$ cat config.mk
export PLATFORM = sky130hd
export DESIGN_NAME = booth_div_seq
export DESIGN_NICKNAME = d
export VERILOG_FILES = /design/src/rtl/booth_div_pkg.sv /design/src/rtl/booth_div_step.sv /design/src/rtl/booth_div_seq.sv
export SDC_FILE = /design/constraint.sdc
export NUM_CORES = 1
export LEC_CHECK = 0
export CAP_MARGIN = 20
export CELL_PAD_IN_SITES_DETAIL_PLACEMENT = 1
export CELL_PAD_IN_SITES_GLOBAL_PLACEMENT = 1
export CORE_MARGIN = 3
export CORE_UTILIZATION = 35
export DETAILED_ROUTE_END_ITERATION = 16
export GPL_ROUTABILITY_DRIVEN = 0
export HOLD_SLACK_MARGIN = 0.08
export PLACE_DENSITY_LB_ADDON = 0.12
export SLEW_MARGIN = 30
export SYNTH_ARGS = -nofsm -noshare
export SYNTH_HDL_FRONTEND = slang
export SYNTH_SLANG_ARGS = --single-unit
export TNS_END_PERCENT = 1
$ cat constraint.sdc
create_clock -name clk -period 4.1 [get_ports clk]
set_clock_uncertainty 0.1 [all_clocks]
set_input_delay 0.82 -clock clk [delete_from_list [all_inputs] [get_ports clk]]
set_output_delay 0.82 -clock clk [all_outputs]
set_load 0.05 [all_outputs]
$ cat src/rtl/booth_div_pkg.sv
// Shared types and helpers for the sequential non-restoring divider.
// Provides the FSM state encoding and the operand magnitude helper.
package booth_div_pkg;

    typedef enum logic [1:0] {
        IDLE,
        ITER,
        FIX,
        DONE
    } div_state_t;

    // Caller passes the operand already sign-extended to 64 bits, so the
    // result holds the exact magnitude even for the most-negative value.
    function automatic logic [63:0] abs_ext(
        input logic [63:0] value,
        input logic        signed_mode
    );
        return (signed_mode && value[63]) ? -value : value;
    endfunction

endpackage

$ cat src/rtl/booth_div_step.sv
// One combinational non-restoring division step.
// Ports: p (partial remainder), d_mag, bit_in -> p_next, q_bit.
module booth_div_step #(
    parameter int WIDTH_D = 4
) (
    input  logic signed [WIDTH_D:0] p,
    input  logic        [WIDTH_D:0] d_mag,
    input  logic                    bit_in,
    output logic signed [WIDTH_D:0] p_next,
    output logic                    q_bit
);

    logic signed [WIDTH_D+1:0] shifted;
    logic signed [WIDTH_D+1:0] sum;

    always_comb begin
        // 2P + bit needs one extra bit; the sum always fits back in WIDTH_D+1.
        shifted = {p, bit_in};
        if (p[WIDTH_D]) begin
            sum = shifted + $signed({1'b0, d_mag});
        end else begin
            sum = shifted - $signed({1'b0, d_mag});
        end
        p_next = sum[WIDTH_D:0];
        q_bit  = ~sum[WIDTH_D+1];
    end

endmodule

$ cat src/rtl/booth_div_seq.sv
// Sequential non-restoring divider, one quotient bit per cycle plus a sign-fix cycle.
// Ports: clk, rst, vld_in, dividend, divisor -> quotient, remainder, done, busy, div_by_zero.
module booth_div_seq
    import booth_div_pkg::*;
#(
    parameter int WIDTH_N = 4,
    parameter int WIDTH_D = 4,
    parameter bit SIGNED  = 1'b1
) (
    input  logic               clk,
    input  logic               rst,
    input  logic               vld_in,
    input  logic [WIDTH_N-1:0] dividend,
    input  logic [WIDTH_D-1:0] divisor,
    output logic [WIDTH_N-1:0] quotient,
    output logic [WIDTH_D-1:0] remainder,
    output logic               done,
    output logic               busy,
    output logic               div_by_zero
);

    localparam int CW = $clog2(WIDTH_N);

    div_state_t state_q, state_d;
    logic [CW-1:0]             cnt_q, cnt_d;
    logic [WIDTH_N-1:0]        nq_q, nq_d;
    logic signed [WIDTH_D:0]   p_q, p_d;
    logic [WIDTH_D:0]          dmag_q, dmag_d;
    logic [WIDTH_D-1:0]        dlo_q, dlo_d;
    logic                      negq_q, negq_d;
    logic                      negr_q, negr_d;
    logic                      dz_q, dz_d;
    logic [WIDTH_N-1:0]        quo_q, quo_d;
    logic [WIDTH_D-1:0]        rem_q, rem_d;
    logic                      done_q, done_d;

    logic                      sn, sd;
    logic [63:0]               n_abs, d_abs;
    logic signed [WIDTH_D:0]   p_step, p_fix;
    logic [WIDTH_D-1:0]        rem_mag;
    logic                      q_bit;

    // Dividend magnitude shifts out MSB-first while quotient bits shift
    // in at the bottom, so nq_q ends up holding |quotient|.
    booth_div_step #(
        .WIDTH_D(WIDTH_D)
    ) u_step (
        .p     (p_q),
        .d_mag (dmag_q),
        .bit_in(nq_q[WIDTH_N-1]),
        .p_next(p_step),
        .q_bit (q_bit)
    );

    always_comb begin
        sn    = SIGNED && dividend[WIDTH_N-1];
        sd    = SIGNED && divisor[WIDTH_D-1];
        n_abs = abs_ext({{(64-WIDTH_N){sn}}, dividend}, SIGNED);
        d_abs = abs_ext({{(64-WIDTH_D){sd}}, divisor}, SIGNED);
        p_fix = p_q[WIDTH_D] ? p_q + $signed(dmag_q) : p_q;
        rem_mag = p_fix[WIDTH_D-1:0];
    end

    always_comb begin
        state_d = state_q;
        cnt_d   = cnt_q;
        nq_d    = nq_q;
        p_d     = p_q;
        dmag_d  = dmag_q;
        dlo_d   = dlo_q;
        negq_d  = negq_q;
        negr_d  = negr_q;
        dz_d    = dz_q;
        quo_d   = quo_q;
        rem_d   = rem_q;
        done_d  = 1'b0;
        unique case (state_q)
            IDLE: begin
                if (vld_in) begin
                    state_d = ITER;
                    cnt_d   = CW'(WIDTH_N-1);
                    nq_d    = n_abs[WIDTH_N-1:0];
                    dmag_d  = d_abs[WIDTH_D:0];
                    p_d     = '0;
                    dlo_d   = dividend[WIDTH_D-1:0];
                    negq_d  = sn ^ sd;
                    negr_d  = sn;
                    dz_d    = (divisor == '0);
                end
            end
            ITER: begin
                p_d   = p_step;
                nq_d  = {nq_q[WIDTH_N-2:0], q_bit};
                cnt_d = cnt_q - 1'b1;
                if (cnt_q == '0) begin
                    state_d = FIX;
                end
            end
            FIX: begin
                if (dz_q) begin
                    quo_d = '1;
                    rem_d = dlo_q;
                end else begin
                    quo_d = negq_q ? -nq_q : nq_q;
                    rem_d = negr_q ? -rem_mag : rem_mag;
                end
                state_d = DONE;
            end
            DONE: begin
                // done is registered, so the pulse appears the cycle after DONE.
                done_d  = 1'b1;
                state_d = IDLE;
            end
            default: state_d = IDLE;
        endcase
    end

    always_ff @(posedge clk or posedge rst) begin
        if (rst) begin
            state_q <= IDLE;
            cnt_q   <= '0;
            nq_q    <= '0;
            p_q     <= '0;
            dmag_q  <= '0;
            dlo_q   <= '0;
            negq_q  <= 1'b0;
            negr_q  <= 1'b0;
            dz_q    <= 1'b0;
            quo_q   <= '0;
            rem_q   <= '0;
            done_q  <= 1'b0;
        end else begin
            state_q <= state_d;
            cnt_q   <= cnt_d;
            nq_q    <= nq_d;
            p_q     <= p_d;
            dmag_q  <= dmag_d;
            dlo_q   <= dlo_d;
            negq_q  <= negq_d;
            negr_q  <= negr_d;
            dz_q    <= dz_d;
            quo_q   <= quo_d;
            rem_q   <= rem_d;
            done_q  <= done_d;
        end
    end

    assign quotient    = quo_q;
    assign remainder   = rem_q;
    assign done        = done_q;
    assign busy        = (state_q != IDLE);
    assign div_by_zero = dz_q;

endmodule

==> results of run 1 <==
worst max path at each step:
stage	cells past startpoint	slack, ns	to	from
after detailed placement	4	1.41	nq_q[2]	vld_in
after global placement	4	1.44	nq_q[2]	vld_in
final	4	1.22	busy	state_q[0]
after global routing	4	1.11	busy	state_q[0]
after floorplan	9	1.77	remainder[1]	p_q[0]
after CTS	4	1.19	busy	state_q[0]
cells in the final DEF (no fill, tap or decap), types with 3 or more instances in the layout:
master                             n
sky130_fd_sc_hd__nor3_1            3
sky130_fd_sc_hd__nand2b_1          3
sky130_fd_sc_hd__mux2i_1           6
sky130_fd_sc_hd__mux2_2            6
sky130_fd_sc_hd__inv_1            25
sky130_fd_sc_hd__xnor2_1           9
sky130_fd_sc_hd__o21ai_0          20
sky130_fd_sc_hd__o22a_1            4
sky130_fd_sc_hd__and2_1            3
sky130_fd_sc_hd__nand2_1          24
sky130_fd_sc_hd__nor2_1            9
sky130_fd_sc_hd__clkbuf_8          5
sky130_fd_sc_hd__a21oi_1          12
sky130_fd_sc_hd__ha_1             18
sky130_fd_sc_hd__dfrtp_1          33
sky130_fd_sc_hd__clkdlybuf4s50_1  21
sky130_fd_sc_hd__xor2_1            5
sky130_fd_sc_hd__nor2b_1           4
critical path, delay by kind of cell, from the launching register on:
kind,cells,cell delay [ns]
DFF,1,0.41
buffers and inverters,3,0.99
adders and majority gates,1,0.27
registers in the layout (all words and copies together) (netlist names):
name,flops
quotient,4
state_q,2
div_by_zero,1
p_q,5
nq_q,4
cnt_q,2
remainder,4
negq_q,1
dlo_q,4
done,1
dmag_q,5
power by group:
group          internal [mW]  switching [mW]  total [mW]
sequential             0.467           0.145       0.612
combinational          0.508           0.700        1.21
clock                  0.182           0.130       0.312
logic make-up after synthesis:
| group | after synthesis | share of synthesized area |
|---|---|---|
| buffers and inverters | 32 | 0.0627 |
| AND/OR/NAND/NOR | 56 | 0.131 |
| multiplexers | 14 | 0.0745 |
| XOR/XNOR | 14 | 0.0580 |
| flip-flops | 33 | 0.390 |
| adder cells (fa/ha/maj) | 20 | 0.125 |
| AO/OA/AOI/OAI | 53 | 0.158 |
layout make-up:
type,count,area [um^2],share of cell area
Inverter,25,93.8,0.0375
Timing Repair Buffer,22,218,0.0871
Sequential cell,33,826,0.330
Clock buffer,5,68.8,0.0275
Multi-Input combinational cell,157,1160,0.463
Clock inverter,3,46.3,0.0185
Tap cell,72,90.1,0.0360
metrics by stage:
stage | instance area [um^2] | power, mW | cells | util
global placement | 2380 | 1.82 | 309 | 0.420
floorplan | 2120 | 1.51 | 222 | -
CTS | 2500 | 2.18 | 317 | 0.440
finish | 2500 | 2.13 | 317 | 0.440
detailed placement | 2380 | 1.85 | 309 | 0.420
global route | 2500 | 2.35 | 317 | 0.440
per-layer routing:
layer / wire length [um] / vias to the layer above / track usage
met4: 34 / 0 / 0.0453
met2: 2260 / 18 / 0.238
met5: 0 / - / 0
met1: 2430 / 766 / 0.210
met3: 129 / 4 / 0.0326
li1: - / 799 / -
==> load_flow_metrics.sql, run 1 <==
INSERT INTO impl_metrics (metric_group, metric, value, unit) VALUES
('logic_synthesis', 'post_synth_num_cell_types', '44', ''),
('global_routing', 'grt_max_degree', '34', ''),
('timing', 'final_max_slew_viol_count', '0', ''),
('placed_design', 'port-buffer-count', '21', ''),
('setup_path', 'timing.critical_path.from_type', 'register', ''),
('timing', 'final.min_clock_period', '2.88', 'ns'),
('layout', 'syn_to_final_growth', '18.2', '%'),
('logic_synthesis', 'ys_top_cells_by_count', '33 x sky130_fd_sc_hd__dfrtp_1, 25 x sky130_fd_sc_hd__inv_1, 24 x sky130_fd_sc_hd__nand2_1', ''),
('timing', 'min_period_over_period', '0.702', ''),
('global_routing', 'grt_util_all_layers', '0.152', ''),
('global_routing', 'initial_antenna_violation_count', '0', ''),
('clock_tree', 'cts_repair_resize_count', '0', ''),
('setup_path', 'setup_slack_reg_to_reg', '1.59', 'ns'),
('setup_path', 'worst-setup-path-type', 'register to primary output', ''),
('route', 'drt-initial-drc-count', '84', ''),
('floorplanning', 'die_w', '83.8', 'um'),
('setup_path', 'setup.worst_path.end_class', 'primary output', ''),
('setup_path', 'worst_path_largest_cell_delay', '0.81', 'ns'),
('min_path', 'min_delay_path_depth', '1', ''),
('floorplanning', 'die_h', '83.8', 'um'),
('logic_synthesis', 'syn_nets', '253', ''),
('power_and_ir_drop', 'static-leakage-power', '1.12', 'nW'),
('floorplanning', 'fp.dieArea', '7010', 'um^2'),
('clock_tree', 'post-cts-setup-buffers', '0', ''),
('setup_path', 'worstReg2RegStart', 'p_q[0]', ''),
('timing', 'actual_transition_at_the_worst_max_transition_pin', '0.621', 'ns'),
('route', 'drtPass1Iterations', '4', ''),
('logic_synthesis', 'number_of_flops_mapped_to_enable_cells_by_yosys', '0', ''),
('logic_synthesis', 'yosys_register_bits', '33', ''),
('min_path', 'hold_path_class', 'register to register', ''),
('floorplanning', 'placement_row_count', '27', ''),
('setup_path', 'worstRegToRegCells', '9', ''),
('setup_path', 'cp.required', '3.18', 'ns'),
('timing', 'rsz0062_at_grt', 'no', ''),
('timing', 'setup_viol_count_final', '0', ''),
('placed_design', 'preCtsSetupSlack', '1.41', 'ns'),
('logic_synthesis', 'syn_area_per_cell', '9.53', 'um^2'),
('clock_tree', 'cts_tree', 'yes', ''),
('layout', 'finalNetCount', '275', ''),
('job', 'cap_violations', '0', ''),
('route', 'wire_length_per_cell_after_detailed_routing', '15.3', 'um'),
('status', 'outcome', 'finished, final reports clean', ''),
('global_routing', 'grt_overflow_total', '0', ''),
('clock_tree', 'cts_inserted_buffers', '5', ''),
('floorplanning', 'coreArea', '5680', 'um^2'),
('timing', 'timing.fmax', '348', 'MHz'),
('timing', 'timing.max_slew.rel_slack', '0.585', ''),
('clock_tree', 'cts-root-to-sink-buffers', '2', ''),
('floorplanning', 'design.portCount', '22', ''),
('timing', 'hold-worst-slack', '0.384', 'ns'),
('logic_synthesis', 'synth.largest_area_cell', 'sky130_fd_sc_hd__dfrtp_1', ''),
('setup_path', 'worst_path_most_repeated_cell', 'sky130_fd_sc_hd__inv_1', ''),
('route', 'drc', '0', ''),
('placed_design', 'detailed_place_hpwl', '3.71', 'mm'),
('clock_tree', 'htree_levels', '2', ''),
('clock_tree', 'insertion_delay', '0.29', 'ns'),
('logic_synthesis', 'postSynthCellCount', '222', ''),
('setup_path', 'worst-path-max-fanout', '5', ''),
('route', 'route.antenna.remaining_nets', '0', ''),
('layout', 'drive_gt1_frac', '0.0857', ''),
('logic_synthesis', 'yosysWarningCount', '0', ''),
('min_path', 'timing.hold.worst.start', 'remainder[1]', ''),
('clock_tree', 'path_clk_slew', '0.08', 'ns'),
('route', 'detailroute.via_count', '1587', ''),
('logic_synthesis', 'netlist_area', '2120', 'um^2'),
('logic_synthesis', 'async_reset_ff_frac', '1.00', ''),
('global_routing', 'vias_in_the_first_global_route', '1687', ''),
('power_and_ir_drop', 'vdd_ir_drop_max', '0.000404', 'V'),
('layout', 'num_antenna_cells', '0', ''),
('timing', 'setup_tns', '0', 'ns'),
('logic_synthesis', 'yosysMostFrequentCell', 'sky130_fd_sc_hd__dfrtp_1', '');
(Power assumes the default switching activity.)
==> run 2, diff against run 1 <==
==> constraint.sdc (replaced) <==
create_clock -name clk -period 2.7 [get_ports clk]
set_clock_uncertainty 0.1 [all_clocks]
set_input_delay 0.54 -clock clk [delete_from_list [all_inputs] [get_ports clk]]
set_output_delay 0.54 -clock clk [all_outputs]
set_load 0.05 [all_outputs]
==> run 2 against run 1 <==
Global-route usage is 0.45 points higher. Largest power group unchanged. First-iteration DRC count is 57% lower. Final cell count grew 1.3%. Critical path depth is the same. Sequential share of layout area hardly changed. Sequential power is 48% higher. Clock power grew 22%. Non-clock buffer count increased by 4. Register-to-register slack got worse by 1.3 ns. Utilization barely moved.
==> load_flow_metrics.sql, run 2 (synthesized netlist as in run 1, its figures left out) <==
INSERT INTO impl_metrics (metric_group, metric, value, unit) VALUES
('status', 'outcome', 'finished, final reports clean', ''),
('clock_tree', 'insertion_delay', '0.29', 'ns'),
('layout', 'syn_to_final_growth', '18.2', '%'),
('route', 'detail_route.vias_per_cell', '5.07', ''),
('clock_tree', 'cts-root-to-sink-buffers', '2', ''),
('layout', 'finalNetCount', '279', ''),
('global_routing', 'initial_antenna_violation_count', '0', ''),
('global_routing', 'grt_max_degree', '34', ''),
('layout', 'final-instance-count-excl-fill', '321', ''),
('timing', 'actual_transition_at_the_worst_max_transition_pin', '0.537', 'ns'),
('global_routing', 'grt_overflow_total', '0', ''),
('timing', 'setup_tns', '0', 'ns'),
('clock_tree', 'cts_repair_resize_count', '0', ''),
('timing', 'rsz0062_at_grt', 'no', ''),
('setup_path', 'setup.worst_path.end_class', 'primary output', ''),
('global_routing', 'grt_util_all_layers', '0.156', ''),
('timing', 'timing.final.hold_violations', '0', ''),
('route', 'wire_length_per_cell_after_detailed_routing', '15.9', 'um'),
('timing', 'final_max_slew_viol_count', '0', ''),
('route', 'drt-initial-drc-count', '36', ''),
('placed_design', 'detailed_place_hpwl', '3.87', 'mm'),
('clock_tree', 'path_clk_slew', '0.08', 'ns'),
('placed_design', 'port-buffer-count', '21', ''),
('clock_tree', 'post-cts-setup-buffers', '0', ''),
('floorplanning', 'design.portCount', '22', ''),
('floorplanning', 'fp.dieArea', '7010', 'um^2'),
('clock_tree', 'hold_buffers', '0', ''),
('layout', 'multi_input_comb_area', '1160', 'um^2'),
('timing', 'final.min_clock_period', '2.58', 'ns'),
('layout', 'num_antenna_cells', '0', ''),
('floorplanning', 'initial_utilization', '0.373', ''),
('power_and_ir_drop', 'vdd_ir_drop_max', '0.000529', 'V'),
('route', 'route.antenna.remaining_nets', '0', ''),
('setup_path', 'arrival_time_at_the_worst_endpoint', '1.94', 'ns'),
('min_path', 'timing.hold.worst.start', 'dlo_q[1]', ''),
('setup_path', 'worst-path-max-fanout', '5', ''),
('layout', 'fillCellCount', '653', ''),
('layout', 'layout.cells.most_common_list', '33 x sky130_fd_sc_hd__dfrtp_1, 25 x sky130_fd_sc_hd__inv_1, 24 x sky130_fd_sc_hd__nand2_1, 21 x sky130_fd_sc_hd__clkdlybuf4s50_1, 20 x sky130_fd_sc_hd__o21ai_0', ''),
('job', 'cap_violations', '0', ''),
('placed_design', 'place.detailed.instances', '313', ''),
('clock_tree', 'root_buffer', 'sky130_fd_sc_hd__clkbuf_8', ''),
('layout', 'top_regs', 'dmag_q (5), p_q (5)', ''),
('route', 'drtPass1Iterations', '4', ''),
('layout', 'register_area', '826', 'um^2'),
('floorplanning', 'coreArea', '5680', 'um^2'),
('clock_tree', 'cts_tree', 'yes', ''),
('floorplanning', 'die_w', '83.8', 'um'),
('clock_tree', 'cts_inserted_buffers', '5', ''),
('floorplanning', 'die_h', '83.8', 'um'),
('timing', 'timing.max_slew.rel_slack', '0.641', ''),
('layout', 'most_common_library_cell_in_the_layout_ignoring_fill_and_taps', 'sky130_fd_sc_hd__dfrtp_1', ''),
('route', 'detail_route.wirelength', '5.12', 'mm'),
('setup_path', 'timing.critical_path.from_type', 'register', ''),
('global_routing', 'grt_pass1_wl', '8.85', 'mm'),
('setup_path', 'worstSetupStartpoint', 'state_q[0]', ''),
('power_and_ir_drop', 'static-leakage-power', '1.13', 'nW'),
('setup_path', 'worstReg2RegStart', 'dmag_q[0]', ''),
('setup_path', 'worst-setup-path-type', 'register to primary output', ''),
('floorplanning', 'placement_row_count', '27', ''),
('layout', 'drive_gt1_frac', '0.100', ''),
('timing', 'timing.fmax', '387', 'MHz'),
('min_path', 'hold_path_class', 'register to register', ''),
('clock_tree', 'htree_levels', '2', ''),
('setup_path', 'cp.required', '2.06', 'ns'),
('clock_tree', 'cts.sink_count', '33', ''),
('power_and_ir_drop', 'power-per-cell-area', '1280', 'nW/um^2'),
('route', 'detailroute.via_count', '1629', ''),
('route', 'drc', '0', ''),
('timing', 'setup_viol_count_final', '0', ''),
('timing', 'min_period_over_period', '0.956', ''),
('global_routing', 'vias_in_the_first_global_route', '1803', '');
run 2: cell types whose count changed in the layout (fill, tap and decap cells not counted), sizes merged:
cell    delta
bufinv     -1
clkinv     +1
buf        +4
run 2: report_power, final:
part           internal (mW)  leakage [nW]  switching, mW
Sequential             0.709         0.409          0.196
Clock                  0.178        0.0439          0.203
Combinational          0.799         0.676           1.11
run 2: worst max-delay path, stage by stage (launching register included):
cell                              delay (ns)
sky130_fd_sc_hd__dfrtp_1                0.41
sky130_fd_sc_hd__inv_1                  0.08
sky130_fd_sc_hd__ha_1                   0.27
sky130_fd_sc_hd__inv_1                  0.10
sky130_fd_sc_hd__clkdlybuf4s50_1        0.80
run 2: metal layers:
layer / GRT usage / up-vias / routed length [um]
li1: - / 807 / -
met1: 0.204 / 786 / 2510
met2: 0.254 / 28 / 2360
met3: 0.0336 / 8 / 155
met4: 0.0570 / 0 / 90
met5: 0 / - / 0
run 2: cell type report:
cell class,instances,area share
Tap cell,72,0.0360
Timing Repair Buffer,26,0.0990
Inverter,25,0.0375
Sequential cell,33,0.330
Clock inverter,3,0.00700
Clock buffer,5,0.0275
Multi-Input combinational cell,157,0.463
run 2: metrics by stage:
step                       util  power (mW)  setup slack (ns)  instance area [um^2]  hold WS, ns
after floorplan               -        2.29             0.371                  2120        0.350
after global placement    0.425        2.79             0.307                  2410        0.365
after detailed placement  0.425        2.84             0.246                  2410        0.371
after CTS                 0.441        3.25             0.106                  2500        0.388
after global routing      0.441        3.50            0.0152                  2500        0.414
final                     0.441        3.19             0.118                  2500        0.382
run 2: path summary, 6_finish.rpt:
| check | end | slack [ns] | depth (start not counted) |
|---|---|---|---|
| worst max-delay path | busy | 0.12 | 4 |
| worst min-delay path | dlo_q[1] | 0.38 | 2 |
| worst max register to register | remainder[1] | 0.26 | 9 |
| worst min register to register | dlo_q[1] | 0.38 | 2 |
| max in group asynchronous | p_q[0] | 1.62 | 3 |
| min in group asynchronous | remainder[1] | 0.56 | 3 |
==> run 3, diff against run 2 <==
--- a/config.mk
+++ b/config.mk
@@ -10,6 +10,7 @@
 export CELL_PAD_IN_SITES_GLOBAL_PLACEMENT = 1
 export CORE_MARGIN = 3
 export CORE_UTILIZATION = 35
+export CTS_CLUSTER_DIAMETER = 50
 export DETAILED_ROUTE_END_ITERATION = 16
 export GPL_ROUTABILITY_DRIVEN = 0
 export HOLD_SLACK_MARGIN = 0.08
==> results of run 3 <==
No change in the layout: final DEF, timing and power equal those of run 2.
